===== config.mk =====
export PLATFORM = sky130hd
export DESIGN_NAME = parity_block_ctrl
export DESIGN_NICKNAME = d
export VERILOG_FILES = /design/src/rtl/parity_block_ctrl.sv
export SDC_FILE = /design/constraint.sdc
export NUM_CORES = 1
export LEC_CHECK = 0
export ABC_AREA = 1
export CAP_MARGIN = 20
export CORE_MARGIN = 8
export CORE_UTILIZATION = 47
export DETAILED_ROUTE_END_ITERATION = 10
export PLACE_DENSITY = 0.76
export SETUP_SLACK_MARGIN = 0.5
export SLEW_MARGIN = 20
export SYNTH_ARGS = -nofsm -noshare
export SYNTH_HDL_FRONTEND = slang
export SYNTH_SLANG_ARGS = --single-unit

===== constraint.sdc =====
create_clock -name clk -period 1.7 [get_ports clk]
set_input_delay 0.17 -clock clk [delete_from_list [all_inputs] [get_ports clk]]
set_output_delay 0.17 -clock clk [all_outputs]
set_load 0.02 [all_outputs]

===== src/rtl/parity_block_ctrl.sv =====
// Block controller for a byte stream: per-byte parity checking with a saturating
// error count, plus an XOR longitudinal check (LRC) against a trailing byte.
module parity_block_ctrl #(
  parameter int LEN_W = 8,
  parameter int ERR_W = 8,
  parameter bit ODD   = 1'b0
) (
  input  logic             clk,
  input  logic             rst_n,
  input  logic             start,
  input  logic [LEN_W-1:0] blk_len,
  input  logic             in_valid,
  output logic             in_ready,
  input  logic [7:0]       in_data,
  input  logic             in_par,
  output logic             busy,
  output logic             done,
  output logic             lrc_ok,
  output logic [7:0]       lrc_out,
  output logic [ERR_W-1:0] par_err_cnt
);

  typedef enum logic [1:0] {
    S_IDLE = 2'd0,
    S_DATA = 2'd1,
    S_LRC  = 2'd2,
    S_DONE = 2'd3
  } state_t;

  state_t           r_state;
  state_t           w_state_nxt;
  logic [LEN_W-1:0] r_len;
  logic [LEN_W-1:0] r_cnt;
  logic [LEN_W-1:0] w_cnt_inc;
  logic [7:0]       r_lrc;
  logic             r_ok;
  logic [ERR_W-1:0] r_err;
  logic             w_accept;
  logic             w_par_bad;

  // Error counter sticks at all-ones instead of wrapping back to zero.
  function automatic logic [ERR_W-1:0] sat_inc(input logic [ERR_W-1:0] v);
    if (&v) return v;
    return v + ERR_W'(1);
  endfunction

  assign in_ready  = (r_state == S_DATA) || (r_state == S_LRC);
  assign w_accept  = in_valid & in_ready;
  assign w_cnt_inc = r_cnt + LEN_W'(1);
  assign w_par_bad = ((^in_data) ^ ODD) != in_par;

  always_ff @(posedge clk or negedge rst_n) begin
    if (!rst_n) r_state <= S_IDLE;
    else        r_state <= w_state_nxt;
  end

  always_comb begin
    w_state_nxt = r_state;
    busy        = 1'b0;
    done        = 1'b0;
    case (r_state)
      S_IDLE: begin
        if (start) w_state_nxt = (blk_len == '0) ? S_LRC : S_DATA;
      end
      S_DATA: begin
        busy = 1'b1;
        if (w_accept && (w_cnt_inc == r_len)) w_state_nxt = S_LRC;
      end
      S_LRC: begin
        busy = 1'b1;
        if (w_accept) w_state_nxt = S_DONE;
      end
      S_DONE: begin
        busy        = 1'b1;
        done        = 1'b1;
        w_state_nxt = S_IDLE;
      end
      default: w_state_nxt = S_IDLE;
    endcase
  end

  always_ff @(posedge clk or negedge rst_n) begin
    if (!rst_n) begin
      r_len <= '0;
      r_cnt <= '0;
      r_lrc <= '0;
      r_ok  <= 1'b0;
      r_err <= '0;
    end else begin
      case (r_state)
        S_IDLE: begin
          if (start) begin
            r_len <= blk_len;
            r_cnt <= '0;
            r_lrc <= '0;
            r_ok  <= 1'b0;
            r_err <= '0;
          end
        end
        S_DATA: begin
          if (w_accept) begin
            r_lrc <= r_lrc ^ in_data;
            r_cnt <= w_cnt_inc;
            if (w_par_bad) r_err <= sat_inc(r_err);
          end
        end
        S_LRC: begin
          // The trailing byte is compared, never folded into the LRC.
          if (w_accept) begin
            r_ok <= (in_data == r_lrc);
            if (w_par_bad) r_err <= sat_inc(r_err);
          end
        end
        default: ;
      endcase
    end
  end

  assign lrc_ok      = r_ok;
  assign lrc_out     = r_lrc;
  assign par_err_cnt = r_err;

endmodule


==> reports/results.ini, run 1 <==
[synthesis]
synth.distinct_cells = 29
synth_edf_count = 0
ys_top_cells_by_area = dfrtp_1 (41%), nand2_1 (14%), inv_1 (6.6%)
synthXorXnorAreaFrac_pct = 7.70
syn-num-nets = 308
yosys-top-cells-count = nand2_1 (79), inv_1 (38), dfrtp_1 (35), nand3_1 (25), o21ai_0 (20)
synth_compound_area_share_pct = 11.1
synth_area_leader_cell = dfrtp_1
async_flop_share_pct = 100
synthFlopType = dfrtp_1
synth_top_family_by_area = simple AND/OR/NAND/NOR gates
yosysMostFrequentCell = nand2_1
synthAdderAreaFrac_pct = 4.05
yosys.area_share.simple_pct = 28.6
synth_cells = 280
yosysWarningCount = 0
syn_avg_cell_area_um2 = 7.72
synthMuxAreaShare_pct = 0
synth-seq-cells = 35
synth_top_area_share_pct = 40.5
synth_area_um2 = 2160
seq_area_frac_synth_pct = 40.5

[sta]
skew_ns = 0.00882
holdWs_ns = 0.280
tightest_slew_ns = 0.458
finalSetupTns_ns = -0.251
maxSlewHeadroom_pct = 69.5
hold_viol = 0
rsz0062_at_grt = yes
clock.fmax_ghz = 0.575
worst_slack_ns = -0.0378
setup_viol = 9
period_needed_ns = 1.74
drv_slew = 0
timing.final.crit_share_pct = 102

[finish]
design_area_um2 = 3200
fin_nets = 392
utilization_pct = 73.0
syn_to_final_growth_pct = 48.1
antenna_cells = 0
drive_gt1_share_pct = 33.2

[setup_path]
cp.required_ns = 1.94
crit_family = buffers and inverters
cp_max_fo = 8
worst-setup-path-type = reg -> reg
path_cells = inv_2 > ha_4 > nand2_4 > buf_4 > inv_4 > nor2_4 > a211oi_2 > o31ai_1 > inv_2 > buf_12 > nand3_1 > nand2_1
crit_buf_inv = 5
cpMaxStageDelayCell = dfrtp_1
crit_path_start_kind = flip-flop
path_common_cell = inv_2
cpPeakStageDelay_ns = 0.38
arrival_ns = 1.97
crit_path_end_kind = flip-flop

[placed_design]
dpl_cell_area_um2 = 2820
gp_congestion = 0.837
place.port_buffers = 40
hpwl_um = 3950

[floorplanning]
dieArea_um2 = 7020
core-area_um2 = 4380
die_w_um = 83.8
ios = 41
start_util_pct = 49.3
rows = 24
dieHeight_um = 83.8

[run_status]
violations = negative setup slack
outcome = finished, violations left

[power_and_ir_drop]
powerDensity_nw_per_um2 = 1660
ir_drop_mv = 1.23
power.leakage_nw = 1.55
total_power_mw = 5.31

[drt]
num_vias = 2137
drt_first_iter_violations = 94
vias_per_cell = 5.12
drc_errors = 0
routed_wl_um = 5880
firstDrtPassIters = 4
ant_nets = 0
wl_per_cell_um = 14.1

[hold_path]
hold_class = in -> async

[clock_tree]
clockBufferDepth = 2
clkTransAtPathRegs_ns = 0.08
cts_tree = built
cts_buffers = 5
htree_levels = 2
clock-sinks = 35
hold_buffers = 0
clk_latency_ns = 0.30
cts-root-buf = clkbuf_8

[global_route]
grt_max_degree = 36
first_global_vias = 2169
antenna_found_initial = 0
grt_overflow = 0
grt_pass1_wl_um = 9530
grt_usage_pct = 16.0

[run]
maxCapViolations = 0

-- state kept, by name, summed over array words and instances (netlist names) --
register and count:
lrc_ok 1, r_state 2, lrc_out 8, r_len 8, r_cnt 8, par_err_cnt 8
-- stage by stage --
stage | std cells | worst slack [ns]
2_1_floorplan | 280 | -0.0268
5_1_grt | 417 | -0.143
3_3_place_gp | 395 | -0.0593
3_5_place_dp | 395 | -0.0757
4_1_cts | 411 | 0.0266
6_report | 417 | -0.0378
-- cells in the final DEF, fill, tap and decap left out, types with 2 or more instances in the layout --
cell type	Yosys	routed
buf_2	0	3
ha_1	7	4
clkdlybuf4s50_1	0	20
xor2_1	8	8
o22ai_2	0	3
nor2_1	13	12
buf_4	0	32
clkbuf_2	0	7
inv_2	3	7
buf_6	1	8
nand3_2	0	2
dfrtp_2	0	2
nand2_2	4	14
o21ai_1	0	4
nand2_4	2	4
ha_4	0	3
o21ai_2	4	8
inv_1	38	33
nand4_1	7	7
o21ai_0	20	11
nand3_1	25	23
bufinv_16	0	2
nand3b_1	2	2
dfrtp_1	35	33
clkbuf_8	0	5
clkdlybuf4s15_2	0	6
nand2_1	79	68
o22ai_1	7	4
xnor2_1	11	11
or2_2	2	2
-- timing repair --
item,CTS,global route
endpoints found under the hold margin,0,0
gates resized for setup,76,52
endpoints found under the setup margin,55,50
setup buffers,7,6
pin swaps,6,10
cloned,1,0
-- power breakdown --
group / switching (mW) / total [mW] / internal (mW)
Clock: 0.350 / 0.935 / 0.585
Sequential: 0.185 / 1.23 / 1.05
Combinational: 1.74 / 3.14 / 1.40
Total: 2.28 / 5.31 / 3.03
-- metal layers --
layer  vias up  track usage [%]  part of all wire [%]
met4         0             3.61                   1.2
met5         -                0                     0
met1      1011             18.4                    43
met2        45             28.8                    52
li1       1075                -                     -
met3         6             3.61                   3.9
-- kinds of logic (layout without fill, tap and decap cells) --
group / after synthesis / count (layout)
AND/OR/NAND/NOR: 137 / 138
buffers and inverters: 44 / 128
AO/OA/AOI/OAI: 38 / 38
flip-flops: 35 / 35
XOR/XNOR: 19 / 19
adder cells (fa/ha/maj): 7 / 7
-- area by class of cell --
type	instances	area, um2
Clock buffer	5	68.8
Clock inverter	3	67.6
Fill cell	333	1180
Inverter	42	165
Multi-Input combinational cell	202	1270
Sequential cell	35	878
Tap cell	52	65.1
Timing Repair Buffer	78	683
-- worst paths after layout --
check,cells past startpoint,end,slack (ns),from
max reg2reg,12,par_err_cnt[2]$_DFFE_PN0P_,-0.04,r_state[0]$_DFFE_PN0P_
max in group asynchronous,2,par_err_cnt[5]$_DFFE_PN0P_,1.07,rst_n
min,2,r_state[0]$_DFFE_PN0P_,0.28,rst_n
min in group clk,3,r_len[5]$_DFFE_PN0P_,0.45,blk_len[5]
max,12,par_err_cnt[2]$_DFFE_PN0P_,-0.04,r_state[0]$_DFFE_PN0P_
min reg2reg,2,r_len[7]$_DFFE_PN0P_,0.52,r_len[7]$_DFFE_PN0P_
(Power assumes the default switching activity.)
==> inputs of run 2 (changes only) <==
Settings changed: CAP_MARGIN 20 to 25.
==> results of run 2 <==
Final layout, timing and power as in run 1 (identical DEF).
